File: config.mk
export PLATFORM = sky130hd
export DESIGN_NAME = mtimer
export DESIGN_NICKNAME = d
export VERILOG_FILES = /design/src/rtl/mtimer_pkg.sv /design/src/rtl/mtimer_prescaler.sv /design/src/rtl/mtimer.sv
export SDC_FILE = /design/constraint.sdc
export NUM_CORES = 1
export LEC_CHECK = 0
export BUFFER_PORTS_ARGS = -buffer_cell sky130_fd_sc_hd__buf_2
export CAP_MARGIN = 20
export CORE_MARGIN = 2
export CORE_UTILIZATION = 35
export CTS_CLUSTER_SIZE = 20
export DETAILED_ROUTE_END_ITERATION = 10
export SETUP_SLACK_MARGIN = 0.15
export SLEW_MARGIN = 20
export SYNTH_ARGS = -nofsm -noshare
export SYNTH_HDL_FRONTEND = slang
export SYNTH_SLANG_ARGS = --single-unit
File: constraint.sdc
create_clock -name clk -period 5.3 [get_ports clk]
set_input_delay 0 -clock clk [delete_from_list [all_inputs] [get_ports clk]]
set_output_delay 0 -clock clk [all_outputs]
set_load 0.02 [all_outputs]
File: src/rtl/mtimer_pkg.sv
// Shared definitions for the machine timer: register word offsets, reset values,
// bus handshake states and the half-word write helper.
package mtimer_pkg;

    localparam logic [1:0] MTIME_LO    = 2'd0;
    localparam logic [1:0] MTIME_HI    = 2'd1;
    localparam logic [1:0] MTIMECMP_LO = 2'd2;
    localparam logic [1:0] MTIMECMP_HI = 2'd3;

    localparam logic [63:0] MTIME_RESET    = 64'h0000_0000_0000_0000;
    localparam logic [63:0] MTIMECMP_RESET = 64'hFFFF_FFFF_FFFF_FFFF;

    typedef enum logic {
        BUS_IDLE = 1'b0,
        BUS_ACK  = 1'b1
    } bus_state_t;

    // Replace one 32-bit half of a 64-bit register, leaving the other half intact.
    function automatic logic [63:0] write_half(input logic [63:0] old,
                                               input logic        upper,
                                               input logic [31:0] data);
        logic [63:0] result;
        result = old;
        if (upper) result[63:32] = data;
        else       result[31:0]  = data;
        return result;
    endfunction

endpackage

File: src/rtl/mtimer_prescaler.sv
// Prescale counter for the machine timer: pc runs 0..PRESCALE-1 and tick marks
// the last count, so mtime advances once every PRESCALE clk cycles.
module mtimer_prescaler #(
    parameter int unsigned PRESCALE = 1
) (
    input  logic clk,
    input  logic reset,
    output logic tick
);

    localparam logic [15:0] PC_LAST = 16'(PRESCALE - 1);

    logic [15:0] pc;

    assign tick = (pc == PC_LAST);

    always_ff @(posedge clk or posedge reset) begin
        if (reset) begin
            pc <= '0;
        end else if (tick) begin
            pc <= '0;
        end else begin
            pc <= pc + 16'd1;
        end
    end

endmodule

File: src/rtl/mtimer.sv
// Machine timer: 64-bit mtime/mtimecmp behind a 32-bit req/ack register port,
// with a level interrupt raised while mtime >= mtimecmp.
module mtimer
    import mtimer_pkg::*;
#(
    parameter int unsigned PRESCALE = 1
) (
    input  logic        clk,
    input  logic        reset,
    input  logic        req,
    input  logic        we,
    input  logic [1:0]  addr,
    input  logic [31:0] wdata,
    output logic        ack,
    output logic [31:0] rdata,
    output logic        irq_mtimecmp
);

    bus_state_t  state;
    bus_state_t  state_next;
    logic        accept;
    logic        tick;
    logic        wr_en;
    logic        wr_mtime;
    logic        wr_cmp;
    logic        wr_upper;
    logic [63:0] mtime;
    logic [63:0] mtime_next;
    logic [63:0] mtimecmp;
    logic [63:0] mtimecmp_next;
    logic [31:0] read_word;

    mtimer_prescaler #(
        .PRESCALE(PRESCALE)
    ) u_prescaler (
        .clk  (clk),
        .reset(reset),
        .tick (tick)
    );

    always_ff @(posedge clk or posedge reset) begin
        if (reset) begin
            state <= BUS_IDLE;
        end else begin
            state <= state_next;
        end
    end

    // A request is only taken while idle, so the ack cycle blocks back-to-back accepts.
    always_comb begin
        state_next = state;
        accept     = 1'b0;
        if (state == BUS_IDLE) begin
            if (req) begin
                accept     = 1'b1;
                state_next = BUS_ACK;
            end
        end else begin
            state_next = BUS_IDLE;
        end
    end

    assign ack      = (state == BUS_ACK);
    assign wr_en    = accept && we;
    assign wr_mtime = wr_en && ((addr == MTIME_LO) || (addr == MTIME_HI));
    assign wr_cmp   = wr_en && ((addr == MTIMECMP_LO) || (addr == MTIMECMP_HI));
    assign wr_upper = (addr == MTIME_HI) || (addr == MTIMECMP_HI);

    always_comb begin
        read_word = mtime[31:0];
        case (addr)
            MTIME_LO:    read_word = mtime[31:0];
            MTIME_HI:    read_word = mtime[63:32];
            MTIMECMP_LO: read_word = mtimecmp[31:0];
            MTIMECMP_HI: read_word = mtimecmp[63:32];
            default:     read_word = mtime[31:0];
        endcase
    end

    // A software write to mtime wins over a coincident tick; that increment is lost.
    always_comb begin
        mtime_next = mtime;
        if (wr_mtime) begin
            mtime_next = write_half(mtime, wr_upper, wdata);
        end else if (tick) begin
            mtime_next = mtime + 64'd1;
        end
    end

    always_comb begin
        mtimecmp_next = mtimecmp;
        if (wr_cmp) begin
            mtimecmp_next = write_half(mtimecmp, wr_upper, wdata);
        end
    end

    // irq compares the registered values, so it lags any register change by one cycle.
    always_ff @(posedge clk or posedge reset) begin
        if (reset) begin
            mtime        <= MTIME_RESET;
            mtimecmp     <= MTIMECMP_RESET;
            irq_mtimecmp <= 1'b0;
            rdata        <= '0;
        end else begin
            mtime        <= mtime_next;
            mtimecmp     <= mtimecmp_next;
            irq_mtimecmp <= (mtime >= mtimecmp);
            if (accept) begin
                rdata <= read_word;
            end
        end
    end

endmodule

======== Yosys cells after proc, flatten, opt, wreduce, memory -nomap -nowiden ========
Cells that the tools add are included.
word-level totals
  register bits after elaboration ......... 178
  latch bits .............................. 0
  RAM bits ................................ 0
  memory bits (read-only) ................. 0
  input bits .............................. 38
  output and inout port bits .............. 34
  word-level logic and storage cells ...... 38
  memories ................................ 0
cells by class
  $add $sub $neg .......................... 2
  multiply operators ...................... 0
  divide/modulo/power cells ............... 0
  $lt $le $gt $ge ......................... 1
  equal/unequal tests ..................... 5
  shift operators ......................... 0
  mux-type cells .......................... 8
  bitwise operators ....................... 1
  reductions and logical operators ........ 13
operator list
  cell                                                    number
  2-to-1 mux 64 bit                                       2
  one-hot mux 32 bit (4 select lines)                     1
  adder 64 x 1 -> 64 bit (second input constant)          1
  greater-or-equal comparator 64 bit                      1
  2-to-1 mux 32 bit                                       2
  adder 16 x 1 -> 16 bit (second input constant)          1
  zero test 16 bit                                        1
  2-to-1 mux 16 bit                                       1
  AND reduction 2 bit                                     4
  equality test 2 bit (second input constant)             2
  logical AND 1 bit                                       3
  logical OR 1 bit                                        3
  equality test 2 x 1 -> 1 bit (second input constant)    1
  zero test 2 bit                                         1
  2-to-1 mux 1 bit                                        2
  inequality test 2 x 1 -> 1 bit (second input constant)  1
  inequality test 2 bit (second input constant)           1
  nonzero test 2 bit                                      1
  NOT 1 bit                                               1

======== Longest topological paths before layout ========
Gate-level depths: netlist of the first run.
  depth after elaboration ................. 6
  gate-level depth with buffers ........... 12
  mapped depth without buffers ............ 9

======== Hierarchy ========
Synthesis of the first run repeated with hierarchy kept, for this count alone.
second synthesis, totals
  cell total of the unflattened synthesis .. 1197
  area total of the unflattened synthesis .. 11053.1 um^2
by module, submodules not included
  module            times used  cells an instance  area an instance (um^2)  sequential area each (um^2)
  mtimer            1           1127               10258.6                  4134.0
  mtimer_prescaler  1           70                 794.5                    400.4

======== Worst setup path after synthesis of the first run ========
OpenSTA, ideal clock, no wires.
  path type ............................... flip-flop to flip-flop
  start ................................... register u_prescaler.pc[0]
  end ..................................... register mtime[53]
  library setup time ...................... 137 ps
  data arrival time ....................... 2127 ps
  setup slack ............................. 3036 ps
  cell stages (with the launch flop) ...... 13
  period minus slack after synthesis ...... 2264 ps
  cell sequence ........................... dfrtp_1 > inv_1 > ha_1 > nor3b_1 > and4_1 > buf_2 > and2_1 > buf_2 > nor2_1 > clkbuf_1 > nor2_1 > nor2_1 > a21oi_1
on the way
  word-level cells in the longest chain between the ends .. 3
ends and longest elaborated chain
  element                               RTL line                source
  start: declaration                    mtimer_prescaler.sv:13  logic [15:0] pc;
  start signal: assignment              mtimer_prescaler.sv:23  pc <= pc + 16'd1;
  zero test 16 bit                      mtimer_prescaler.sv:15  assign tick = (pc == PC_LAST);
  nonzero test 2 bit (no source line)   --
  AND reduction 2 bit (no source line)  --
  end signal: assignment                mtimer.sv:105           mtime <= mtime_next;
  end: declaration                      mtimer.sv:27            logic [63:0] mtime;
Every way passes these cells.
A chain may end at the register's enable or synchronous reset.

======== Worst setup path after layout of the first run ========
  start ................................... register state (netlist: ack)
  end ..................................... register mtime[28]
on the way
  word-level cells in the longest chain between the ends .. 5
ends and longest elaborated chain
  element                                                                       RTL line      source
  start: declaration                                                            mtimer.sv:19  bus_state_t state;
  start signal: assignment                                                      mtimer.sv:45  state <= state_next;
  2-to-1 mux 1 bit (*)                                                          mtimer.sv:53  if (state == BUS_IDLE) begin
  logical AND 1 bit (*)                                                         mtimer.sv:64  assign wr_en = accept && we;
  logical AND 1 bit (*)                                                         mtimer.sv:65  assign wr_mtime = wr_en && ((addr == MTIME_LO) || (addr == MTIME_HI));
  inequality test 2 bit (no source line) or nonzero test 2 bit (tied branches)  --
  AND reduction 2 bit (no source line)                                          --
Every way passes the cells marked *; elsewhere a longest branch is shown, timed or not.

==> impl_results.md, run 1 <==
- Status: complete, no violations
- Max Buffers Root-to-Sink: 2
- FF+latch count, synth: between 150 and 200
- Largest net degree at the start of global routing: 74
- Tightest Hold Check Type: input pin to async pin
- Critical-path cell list: nor2b_4 > and3b_1 > buf_4 > nand2b_1 > nand2_1 > o21ai_0 > a21oi_1
- Detailed placer's ending HPWL: between 20 and 25 mm
- WP buf/inv: 1
- Worst skew pair latency: 0.44 ns
- Final net count: approximately 1300
- CTS Sinks: between 150 and 200
- First drt pass iteration count: 5
- Most frequent cells in the layout: nand2_1, dfrtp_1, a21oi_1, inv_1, nor2_1
- Port bufs: 71
- Multiplexer share of the synthesized area: between 10% and 20%
- Cell variety after synth: 68
- Aggregate global routing overflow: 0
- Share of layout cells above drive strength 1: roughly a quarter
- Hold Vio Cnt, Final: 0
- Worst r2r path cells: 7
- GP Congestion: 0.837
- Total chip power: between 0.005 and 0.006 W
- Initial core utilization: 35.7%
- Pwr/cell area: just over 400 mW/mm^2
- Crit Reg-Reg Startpoint: ack$_DFF_PP0_
- Max Cap Viol: 0
- Crit path DAT: 3.47 ns
- Top achievable clock speed: 0.322 GHz
- Area grow syn2layout: 15.5%
- Io pins: 72
- DRC: 0
- CTS Buf Count: 17
- Crit Path Max Fanout: 18
- RSZ-0062 raised after global routing: no
- Setup ws final: about 2.2 ns
- R2r setup slk: around 2.2 ns
- Simple-gate share of the synthesized area: between 10% and 20%
- First-pass GRT wire length: ~50 mm
- Drt total wl: 31.7 mm
- Worst path top cell family by delay: simple AND/OR/NAND/NOR gates
- # diodes: 0
- Vias in the first global route: slightly below 9000
- Final Setup Violations: 0
- VDD IR-drop max: 0.221 mV
- Compound-Gate Fraction of Synth Area: around 15%
- Post-synth ARST share: 100%
- Setup TNS: 0 ns
- Pleak: approximately 5.4 nW
- Clock slew at reported path FFs: 0.07 ns
- Least-Margin Pin Slew: 1.01 ns
- CTS tree: built
- Root Buffer: clkbuf_16
- Destination of the critical timing path: mtime[28]$_DFFE_PP0P_
- Ys Warns: 0
- Drt wl/cell: slightly below 20 um
- XOR/XNOR Fraction of Synth Area: under 10%
- Mapped Cells: ~1100
- Clock share of power: between 20% and 30%
- Worst r2r dst: mtime[28]$_DFFE_PP0P_
- WS Path Type: flip-flop to flip-flop
- Final ANT Viol Nets: 0
- Core ar.: around 0.03 mm^2
- Vias/cell: roughly 5.7
- Post-Synth Adder-Cell Area: approximately 7.7%
- Die Span X: approximately 180 um
- Seq pwr share: between 40% and 50%
- Pint: 0.00334 W
- Top FF cell, synth: dfrtp_1
- Resized cells post-CTS: 0
- FP Rows: 64
- Crit path depth: 7
- Die ar.: ~0.033 mm^2
- # H-tree levels: 4
- Normalized max-slew margin: approximately 33%
- Vias: roughly 9000
- Die Height: 181 um
- Post-Place Worst Slack: around 2.2 ns
- Final max-slew violation count: 0
- Syn Std Cell Area: 0.0109 mm^2
- Sequential area share after synthesis: 41.5%
- Critical Path RT: about 5.7 ns
- Startpoint types: flip-flop
- Antenna violations before repair: 0
- Combinational power share: between 30% and 40%
- Largest family of logic cells by synthesized area: simple AND/OR/NAND/NOR gates
- Cell at the slowest stage of the critical path: nand2_1
- Switch share: approximately 36%
- Mean Syn Cell Area: ~9.8 um^2
- Period utilisation layout: between 50% and 60%
- Worst stage delay on the critical path: about 0.78 ns
- Number of enable flip-flop cells after synthesis: 0
- Net Switching: ~0.0019 W
- Critical path endpoint category: flip-flop
- Gr usage total: approximately a fifth
- Fin crit period: 3.11 ns
- Net Count, Synth: around 1200
- Drt initial violations: approximately 780
- Clock Skew: 0.0104 ns
- CP Launch Point: ack$_DFF_PP0_
[per-stage QoR]
step                instance area [um^2]  std cells  util (%)  hold WS [ns]
finish                             12600       1600      41.2         0.144
global placement                   11700       1535      38.1        0.0871
global route                       12600       1600      41.2         0.208
detailed placement                 11700       1535      38.1        0.0945
CTS                                12600       1600      41.2         0.154
floorplan                          10900       1111         -         0.109
[synth_stat cells, types with 6 or more instances]
cell type | n | area, um^2
a211oi_1 | 12 | 90.1
a21o_1 | 13 | 97.6
a21oi_1 | 84 | 420
a2bb2oi_1 | 6 | 52.6
a31oi_1 | 13 | 81.3
and2_1 | 7 | 43.8
and3_1 | 23 | 144
and4_1 | 13 | 114
buf_1 | 8 | 30.0
buf_2 | 9 | 45.0
clkbuf_1 | 39 | 146
dfrtp_1 | 114 | 2850
dfstp_2 | 64 | 1680
ha_1 | 67 | 838
inv_1 | 75 | 282
mux2_2 | 65 | 732
mux4_2 | 32 | 721
nand2_1 | 114 | 428
nand3_1 | 45 | 225
nand4_1 | 33 | 206
nor2_1 | 75 | 282
nor3_1 | 13 | 65.1
nor4_1 | 8 | 50.1
o21a_1 | 10 | 75.1
o21ai_0 | 64 | 320
o22a_1 | 11 | 96.3
o22ai_1 | 17 | 106
xnor2_1 | 12 | 105
[power by group through the flow]
stage	Sequential [W]	Combinational, W	Clock (W)
global route	0.00226	0.00185	0.00143
global placement	0.00220	0.00159	0
detailed placement	0.00222	0.00163	0
floorplan	0.00220	0.00109	0
finish	0.00220	0.00166	0.00134
CTS	0.00219	0.00166	0.00137
[cells by family (layout without fill, tap and decap cells)]
logic type	after synthesis	after routing
simple gates	358	358
buf+inv	133	226
flops	178	178
xor+xnor	14	14
mux	99	99
fa+ha+maj	67	67
compound gates	262	262
[sequential cells by signal, summed over array words and instances (netlist names)]
name,flops
mtime,64
mtimecmp,64
rdata,32
u_prescaler.pc,16
ack,1
irq_mtimecmp,1
[area by class of cell]
cell class / count / area [um^2]
repair buffers: 119 / 798
fillers: 2986 / 18000
flip-flops and latches: 178 / 4530
well taps: 396 / 495
multi-input cells: 800 / 5910
clock buffers: 24 / 482
inverters: 75 / 287
clock inverters: 8 / 128
[worst min-delay path by stage]
stage / start / end / slack [ns] / cells after the start
finish: reset / rdata[3]$_DFFE_PP0P_ / 0.14 / 3
global route: reset / rdata[3]$_DFFE_PP0P_ / 0.21 / 3
CTS: we / mtimecmp[15]$_DFFE_PP1P_ / 0.15 / 5
detailed placement: reset / rdata[3]$_DFFE_PP0P_ / 0.09 / 2
global placement: reset / rdata[3]$_DFFE_PP0P_ / 0.09 / 2
floorplan: wdata[10] / mtimecmp[10]$_DFFE_PP1P_ / 0.11 / 2
[worst min-delay path, cell delays in order]
cell and delay (ns):
dlygate4sd3_1 0.53, buf_2 0.14, inv_6 0.37
[what timing repair did]
action / in CTS / in global routing
hold buffers: 33 / 0
hold endpoints to repair: 144 / 0
buffers inserted: 0 / 0
[routing by layer]
metal / vias to the layer above / track usage, % / routed length [um]
met4: 0 / 5.19 / 420
met1: 4511 / 28.8 / 15300
met2: 254 / 30.1 / 14300
met5: - / 0 / 0
li1: 4247 / - / -
met3: 31 / 2.94 / 1600
(Power assumes the default switching activity.)
==> run 2: changes to the inputs <==
clock period = 3.25 ns   (was 5.3 ns; I/O delays follow)
==> run 2 against run 1 <==
Effect of this change:
- clock-buffer cell count decreased by 7
- final cell count increased by 0.81%
- sequential power increased by 60%
- flip-flop and latch count unchanged
- critical path type unchanged
==> impl_results.md, run 2 (synthesis results as in run 1) <==
- Vias in the first global route: 8992 (was 8872)
- DRC: 0 (unchanged)
- Die Span X: 181 um (unchanged)
- Vias/cell: 5.69 (was 5.65)
- Max Cap Viol: 0 (unchanged)
- # H-tree levels: 4 (unchanged)
- Worst skew pair latency: 0.43 ns (was 0.44 ns)
- First-pass GRT wire length: 52.0 mm (was 51.0 mm)
- Critical path endpoint category: flip-flop (unchanged)
- Drt total wl: 32.0 mm (was 31.7 mm)
- CTS Sinks: 178 (unchanged)
- CTS Buf Count: 17 (unchanged)
- Hold Vio Cnt, Final: 0 (unchanged)
- Largest net degree at the start of global routing: 179 (was 74)
- WS Path Type: flip-flop to flip-flop (unchanged)
- Least-Margin Pin Slew: 1.00 ns (was 1.01 ns)
- Hold slack: 0.0983 ns (was 0.144 ns)
- CP Launch Point: mtime[0]$_DFFE_PP0P_ (was ack$_DFF_PP0_)
- Die Height: 181 um (unchanged)
- Initial core utilization: 35.7% (unchanged)
- Clock slew at reported path FFs: 0.08 ns (was 0.07 ns)
- Final net count: 1309 (was 1296)
- Cell total after placement: 1548 (was 1535)
- RSZ-0062 raised after global routing: no (unchanged)
- Share of layout cells above drive strength 1: 25.6% (was 24.5%)
- Layout Utilization: 41.5% (was 41.2%)
- Core ar.: 0.0307 mm^2 (unchanged)
- Drt wl/cell: 19.8 um (about the same)
- Max Buffers Root-to-Sink: 2 (unchanged)
- Io pins: 72 (unchanged)
- Final ANT Viol Nets: 0 (unchanged)
- Clock Skew: 0.0133 ns (was 0.0104 ns)
- Gr usage total: 20.0% (was 19.6%)
- Most frequent cells in the layout: nand2_1, dfrtp_1, a21oi_1, inv_1, nor2_1 (unchanged)
- Detailed placer's ending HPWL: 22.6 mm (was 22.3 mm)
- Fin crit period: 2.81 ns (was 3.11 ns)
- Antenna violations before repair: 0 (unchanged)
- Final max-slew violation count: 0 (unchanged)
- Tightest Hold Check Type: input pin to flip-flop (was input pin to async pin)
- Non-filler cells, final: 1613 (was 1600)
- Setup ws final: 0.435 ns (was 2.19 ns)
- Pwr/cell area: 663 mW/mm^2 (was 412 mW/mm^2)
- Crit path DAT: 3.14 ns (was 3.47 ns)
- Pleak: 5.43 nW (was 5.37 nW)
- CTS tree: built (unchanged)
- Drt initial violations: 681 (was 775)
- Die ar.: 0.0327 mm^2 (unchanged)
- # diodes: 0 (unchanged)
- FP Rows: 64 (unchanged)
- Critical Path RT: 3.57 ns (was 5.66 ns)
- Period utilisation layout: 86.6% (was 58.7%)
- Crit Reg-Reg Startpoint: mtime[0]$_DFFE_PP0P_ (was ack$_DFF_PP0_)
- Status: complete, no violations (unchanged)
- Hold Startpoint: we
- Vias: 9182 (was 9043)
- Port bufs: 71 (unchanged)
- Aggregate global routing overflow: 0 (unchanged)
- Startpoint types: flip-flop (unchanged)
- VDD IR-drop max: 0.253 mV (was 0.221 mV)
- Setup TNS: 0 ns (unchanged)
- GP Congestion: 0.866 (was 0.837)
- Regs by FF count: mtime x64, mtimecmp x64, rdata x32 (unchanged)
- Crit Path Max Fanout: 7 (was 18)
- Final Setup Violations: 0 (unchanged)
- Root Buffer: clkbuf_16 (unchanged)
- Top achievable clock speed: 0.355 GHz (was 0.322 GHz)
- Resized cells post-CTS: 0 (unchanged)
- Post-Place Worst Slack: 0.446 ns (was 2.22 ns)
- Normalized max-slew margin: 33.1% (was 32.7%)
- Area grow syn2layout: 16.4% (was 15.5%)
- Layout filler cell count: 2977 (was 2986)
- First drt pass iteration count: 5 (unchanged)
## run 2: stage by stage
stage | power, W | cell area [um^2]
3_5_place_dp | 0.00635 | 11800
2_1_floorplan | 0.00536 | 10900
4_1_cts | 0.00850 | 12700
6_report | 0.00844 | 12700
5_1_grt | 0.00905 | 12700
3_3_place_gp | 0.00628 | 11800
## run 2: final timing paths
path	endpoint	slack, ns	cells past startpoint
max	mtime[42]$_DFFE_PP0P_	0.44	8
min	mtimecmp[10]$_DFFE_PP1P_	0.1	5
max reg2reg	mtime[42]$_DFFE_PP0P_	0.44	8
min reg2reg	u_prescaler.pc[15]$_DFF_PP0_	0.49	1
max in group asynchronous	mtime[16]$_DFFE_PP0P_	2.09	4
min in group asynchronous	rdata[2]$_DFFE_PP0P_	0.42	4
## run 2: final cells by class
type / count / area, um^2 / area share, %
Multi-Input combinational cell: 800 / 5900 / 46.3
Sequential cell: 178 / 4530 / 35.6
Timing Repair Buffer: 132 / 933 / 7.33
Tap cell: 396 / 495 / 3.89
Clock buffer: 17 / 425 / 3.34
Inverter: 75 / 285 / 2.24
Clock inverter: 15 / 163 / 1.28
## run 2: critical path, cell delays in order, from the launching register on
cell,delay [ns]
dfrtp_1,0.44
ha_1,0.22
and2_1,0.37
and4_1,0.45
and4_1,0.29
nand2_1,0.15
nor4b_1,0.56
o21ai_1,0.11
o31a_1,0.12
## run 2: report_power, final
group	switching, W	total, W	internal (W)
Sequential	0.000607	0.00353	0.00293
Combinational	0.00155	0.00283	0.00128
Clock	0.00104	0.00208	0.00104
Total	0.00320	0.00844	0.00524
## run 2: timing repair
item,CTS,global route
hold endpoints to repair,222,0
setup buffers,0,0
hold buffers,33,0
## run 2: metal layers
metal  GRT usage, %  wire length (um)  share of wire [%]  vias up
met4           4.35               574                1.8        0
li1               -                 -                  -     4275
met3           3.39              1870                5.8       30
met2           30.7             14400                 45      293
met1           29.4             15200                 47     4584
met5              0                 0                  0        -
